### src/rtl/clk_period_meter.sv
// clk_period_meter: measures the period and high time of a slow clock or tick
// input (clk_in) in system-clock cycles.
//
// Parameters:
//   TIMEOUT    busy-cycle limit before a measurement is abandoned (2 .. 2^32-1)
// Ports:
//   clk        system clock
//   reset      asynchronous active-low reset
//   clk_in     slow input being measured, asynchronous to clk
//   start      single-cycle request; accepted only while idle
//   cont       continuous mode, sampled at each measurement's closing rise
//   period     last measured period (clk cycles)
//   high_time  last measured high time (clk cycles)
//   valid      one-cycle pulse when period/high_time update
//   busy       measurement in progress
//   timeout    sticky flag: last measurement abandoned; cleared by next start
module clk_period_meter #(
  parameter int unsigned TIMEOUT = 32'd20000000
) (
  input  logic        clk,
  input  logic        reset,
  input  logic        clk_in,
  input  logic        start,
  input  logic        cont,
  output logic [31:0] period,
  output logic [31:0] high_time,
  output logic        valid,
  output logic        busy,
  output logic        timeout
);

  localparam logic [31:0] TermCnt = 32'(TIMEOUT - 1);

  typedef enum logic [1:0] {StIdle, StWaitRise, StMeasure} state_e;

  state_e      state_q, state_d;
  logic        s1_q, s2_q, s3_q;
  logic        rise;
  logic [31:0] cnt_q, cnt_d;
  logic [31:0] hcnt_q, hcnt_d;
  logic [31:0] tcnt_q, tcnt_d;
  logic [31:0] period_q, period_d;
  logic [31:0] high_q, high_d;
  logic        valid_q, valid_d;
  logic        timeout_q, timeout_d;

  // Two-flop synchronizer plus one history flop for edge detection.
  always_ff @(posedge clk or negedge reset) begin
    if (!reset) begin
      s1_q <= 1'b0;
      s2_q <= 1'b0;
      s3_q <= 1'b0;
    end else begin
      s1_q <= clk_in;
      s2_q <= s1_q;
      s3_q <= s2_q;
    end
  end

  assign rise = s2_q & ~s3_q;

  always_comb begin
    state_d   = state_q;
    cnt_d     = cnt_q;
    hcnt_d    = hcnt_q;
    tcnt_d    = tcnt_q;
    period_d  = period_q;
    high_d    = high_q;
    valid_d   = 1'b0;
    timeout_d = timeout_q;

    unique case (state_q)
      StIdle: begin
        if (start) begin
          tcnt_d    = '0;
          timeout_d = 1'b0;
          state_d   = StWaitRise;
        end
      end

      StWaitRise: begin
        tcnt_d = tcnt_q + 32'd1;
        if (rise) begin
          cnt_d   = 32'd1;
          hcnt_d  = 32'd1;
          state_d = StMeasure;
        end else if (tcnt_q >= TermCnt) begin
          // >= rather than == so a rise landing on the terminal count here
          // cannot push tcnt past the limit and disable the timeout.
          timeout_d = 1'b1;
          state_d   = StIdle;
        end
      end

      StMeasure: begin
        tcnt_d = tcnt_q + 32'd1;
        if (rise) begin
          // Rise wins over a coincident terminal count.
          period_d = cnt_q;
          high_d   = hcnt_q;
          valid_d  = 1'b1;
          if (cont) begin
            // Closing rise doubles as the opening rise of the next period.
            cnt_d  = 32'd1;
            hcnt_d = 32'd1;
            tcnt_d = '0;
          end else begin
            state_d = StIdle;
          end
        end else if (tcnt_q >= TermCnt) begin
          timeout_d = 1'b1;
          state_d   = StIdle;
        end else begin
          cnt_d = cnt_q + 32'd1;
          if (s2_q) begin
            hcnt_d = hcnt_q + 32'd1;
          end
        end
      end

      default: state_d = StIdle;
    endcase
  end

  always_ff @(posedge clk or negedge reset) begin
    if (!reset) begin
      state_q   <= StIdle;
      cnt_q     <= '0;
      hcnt_q    <= '0;
      tcnt_q    <= '0;
      period_q  <= '0;
      high_q    <= '0;
      valid_q   <= 1'b0;
      timeout_q <= 1'b0;
    end else begin
      state_q   <= state_d;
      cnt_q     <= cnt_d;
      hcnt_q    <= hcnt_d;
      tcnt_q    <= tcnt_d;
      period_q  <= period_d;
      high_q    <= high_d;
      valid_q   <= valid_d;
      timeout_q <= timeout_d;
    end
  end

  assign period    = period_q;
  assign high_time = high_q;
  assign valid     = valid_q;
  assign busy      = (state_q != StIdle);
  assign timeout   = timeout_q;

endmodule
### config.mk
export PLATFORM = sky130hd
export DESIGN_NAME = clk_period_meter
export DESIGN_NICKNAME = d
export VERILOG_FILES = /design/src/rtl/clk_period_meter.sv
export SDC_FILE = /design/constraint.sdc
export NUM_CORES = 1
export LEC_CHECK = 0
export ABC_AREA = 1
export CORE_UTILIZATION = 55
export CTS_BUF_LIST = sky130_fd_sc_hd__clkbuf_8
export CTS_CLUSTER_SIZE = 40
export DETAILED_ROUTE_END_ITERATION = 8
export GPL_TIMING_DRIVEN = 0
export PLACE_DENSITY = 0.76
export SLEW_MARGIN = 10
export SYNTH_ARGS = -nofsm -noshare
export SYNTH_HDL_FRONTEND = slang
export SYNTH_SLANG_ARGS = --single-unit
### constraint.sdc
create_clock -name clk -period 2.6 [get_ports clk]
set_clock_uncertainty 0.15 [all_clocks]
set_input_delay 0.26 -clock clk [delete_from_list [all_inputs] [get_ports clk]]
set_output_delay 0.26 -clock clk [all_outputs]
set_load 0.01 [all_outputs]
==> flow_metrics.env <==
export IMPL_critPathKind="reg -> reg"
export IMPL_grt_max_degree=85
export IMPL_dr_pass1_iters=5
export IMPL_top_layer_used="met5"
export IMPL_path_clk_slew_ns=0.09
export IMPL_clock_sinks=167
export IMPL_die_area_sq_um=17300
export IMPL_die_y_um=132
export IMPL_dr_wl_met2_um=11400
export IMPL_r2r_cells=8
export IMPL_drt_initial_drc_count=656
export IMPL_synth_cell_type_count=37
export IMPL_tns_ns=0
export IMPL_slowest_stage="dfrtp_1"
export IMPL_gp_congestion=0.958
export IMPL_min_period_ns=2.45
export IMPL_clock_fmax_ghz=0.409
export IMPL_fin_util_pct=64.9
export IMPL_detail_route_antenna_nets=0
export IMPL_clock_latency_ns=0.47
export IMPL_fin_crit_sh_pct=94.1
export IMPL_dp_cells=1595
export IMPL_coreArea_sq_um=16500
export IMPL_synth_nets=1316
export IMPL_ys_seq_area_share_pct=45.2
export IMPL_wirelength_met1_um=11800
export IMPL_remaining_drc_errors=0
export IMPL_layout_common_cells="nand2_1, nor2_1, dfrtp_1"
export IMPL_fillCellCount=1507
export IMPL_clock_path_buffers=2
export IMPL_netSwitchingPower_mw=2.13
export IMPL_dp_worst_setup_slack_ns=0.0594
export IMPL_vdd_drop_max_uv=435
export IMPL_syn_to_final_growth_pct=16.0
export IMPL_fin_nets=1413
export IMPL_p_int_mw=4.02
export IMPL_comb_power_share_pct=23.0
export IMPL_maxCapViolations=0
export IMPL_io_buffer_count=71
export IMPL_dp_hpwl_um=18700
export IMPL_vias=8626
export IMPL_setup_violations=0
export IMPL_core_rowCount=47
export IMPL_cts_max_level=4
export IMPL_gr_total_overflow=0
export IMPL_worstPathRequired_ns=2.83
export IMPL_p_per_area_nw_per_um2=573
export IMPL_grt_pass1_wl_um=40800
export IMPL_worstPathCellList="inv_1, ha_1, inv_1, nor2_4, inv_1, buf_2, clkbuf_2, o21ai_0"
export IMPL_first_global_vias=8026
export IMPL_antenna_found_initial=1
export IMPL_placed_cell_area_sq_um=10300
export IMPL_power_frac_seq_pct=45.2
export IMPL_syn_area_per_cell_sq_um=7.10
export IMPL_leakagePower_nw=4.68
export IMPL_initial_core_util_pct=56.0
export IMPL_fin_area_sq_um=10700
export IMPL_p_sw_share_pct=34.7
export IMPL_cts_tree="done"
export IMPL_pwr_share_clk_pct=31.8
export IMPL_synthCells=1303
export IMPL_wl_um=24900
export IMPL_hold_depth=1
export IMPL_end_kind="flip-flop"
export IMPL_n_antenna_cell=0
export IMPL_critical_path_buf_inv_count=5
export IMPL_grt_use_total_pct=30.1
export IMPL_viasPerCell=5.29
export IMPL_timing_critical_path_mode_cell="inv_1"
export IMPL_wl_met3_um=1350
export IMPL_slew_violations=0
export IMPL_netlist_area_sq_um=9250
export IMPL_cp_num_cells=8
export IMPL_clockRootBuffer="clkbuf_8"
export IMPL_yosysWarnings=0
export IMPL_numCtsBuffers=17
export IMPL_whs_ns=0.0685
export IMPL_slowest_delay_ns=0.44
export IMPL_arrival_ns=2.67
export IMPL_start_kind="flip-flop"
export IMPL_cpLargestDelayFamily="buffers and inverters"
export IMPL_hold_class="in -> reg"
export IMPL_stdcell_count=1632
export IMPL_status="complete, no violations"
export IMPL_wl_per_cell_um=15.3
export IMPL_io_pins=72
export IMPL_cp_max_fo=10
export IMPL_slew_headroom_pct=56.6
export IMPL_worst_slack_ns=0.154
export IMPL_tightest_slew_ns=0.651
export IMPL_power_mw=6.15
export IMPL_ys_ff_latch=167
export IMPL_die_w_um=132
export IMPL_drive_gt1_share_pct=7.51
export IMPL_layout_commonest_cell="nand2_1"
export IMPL_hold_viol=0
-- metal layers --
metal | global-route usage, % | vias up
met5 | 0 | -
met4 | 7.43 | 2
met3 | 5.83 | 26
met2 | 47.1 | 268
met1 | 43.1 | 4039
li1 | - | 4291
-- registers in the layout, summed over array words and instances (netlist names) --
register,cells
cnt_q,32
hcnt_q,32
high_time,32
period,32
tcnt_q,32
state_q,2
s1_q,1
s2_q,1
s3_q,1
timeout,1
valid,1
-- logic make-up after synthesis --
| logic type | count (synthesis) | share of synthesized area (%) |
|---|---|---|
| AND/OR/NAND/NOR | 799 | 36.1 |
| buffers and inverters | 173 | 7.72 |
| adder cells (fa/ha/maj) | 8 | 1.08 |
| AO/OA/AOI/OAI | 130 | 7.41 |
| flip-flops | 167 | 45.2 |
| XOR/XNOR | 26 | 2.46 |
-- cell type report --
class | instances | area [sq um] | share of cell area [%]
Sequential cell | 167 | 4180 | 39.0
Multi-Input combinational cell | 963 | 4360 | 40.6
Clock buffer | 18 | 248 | 2.31
Buffer | 37 | 208 | 1.94
Tap cell | 220 | 275 | 2.57
Timing Repair Buffer | 78 | 791 | 7.37
Inverter | 136 | 510 | 4.76
Clock inverter | 13 | 161 | 1.50
-- final timing paths --
kind                       slack [ns]            end       start
max reg2reg                      0.15  high_time[28]  state_q[0]
min reg2reg                      0.21           s2_q        s1_q
max                              0.15  high_time[28]  state_q[0]
max in group asynchronous        1.28     hcnt_q[25]       reset
min in group asynchronous        0.20     period[15]       reset
min                              0.07           s1_q      clk_in
-- cell usage after synthesis --
cell type  instances  area share (%)
dfrtp_1          167              45
nand3_1           89             4.8
o21a_1             4            0.32
inv_1            128             5.2
nor2_4             4            0.49
nand2_4            2            0.24
clkinv_1           1           0.041
a21oi_1           13            0.70
xnor2_1            3            0.28
buf_8              1            0.16
nor2_2             5            0.34
o21ai_0          104             5.6
a31o_2             1           0.095
inv_2              7            0.28
nand3_4            1            0.19
nand3_2           10             1.1
buf_1              1           0.041
a31oi_1            1           0.068
nor3_1            26             1.4
a21boi_1           1           0.081
nand2_1          425              17
nand2_2            7            0.47
buf_4              3            0.24
a211oi_1           1           0.081
nor2_1           212             8.6
nand4_1           14            0.95
or2_2              1           0.068
clkbuf_1          10            0.41
ha_1               8             1.1
o21ai_1            3            0.16
buf_2             21             1.1
nor3b_1            2            0.16
nand3b_1           1           0.081
xor2_1            23             2.2
a21oi_4            1            0.18
buf_12             1            0.22
a22o_1             1           0.095
-- power by group through the flow --
stage / logic [mW] / registers [mW] / clock network (mW)
2_1_floorplan: 0.872 / 2.82 / 0
4_1_cts: 1.41 / 2.78 / 1.99
5_1_grt: 1.57 / 2.79 / 2.09
3_3_place_gp: 1.38 / 2.83 / 0
6_report: 1.41 / 2.78 / 1.96
3_5_place_dp: 1.40 / 2.83 / 0
-- what timing repair did --
item                                   4_1_cts  5_1_grt
endpoints found under the hold margin       83        0
hold buffers                                 1        0
setup endpoints to repair                    0       45
setup buffers                                0        5
gates resized for setup                      0        6
No activity file was read; power rests on OpenSTA's default activity.
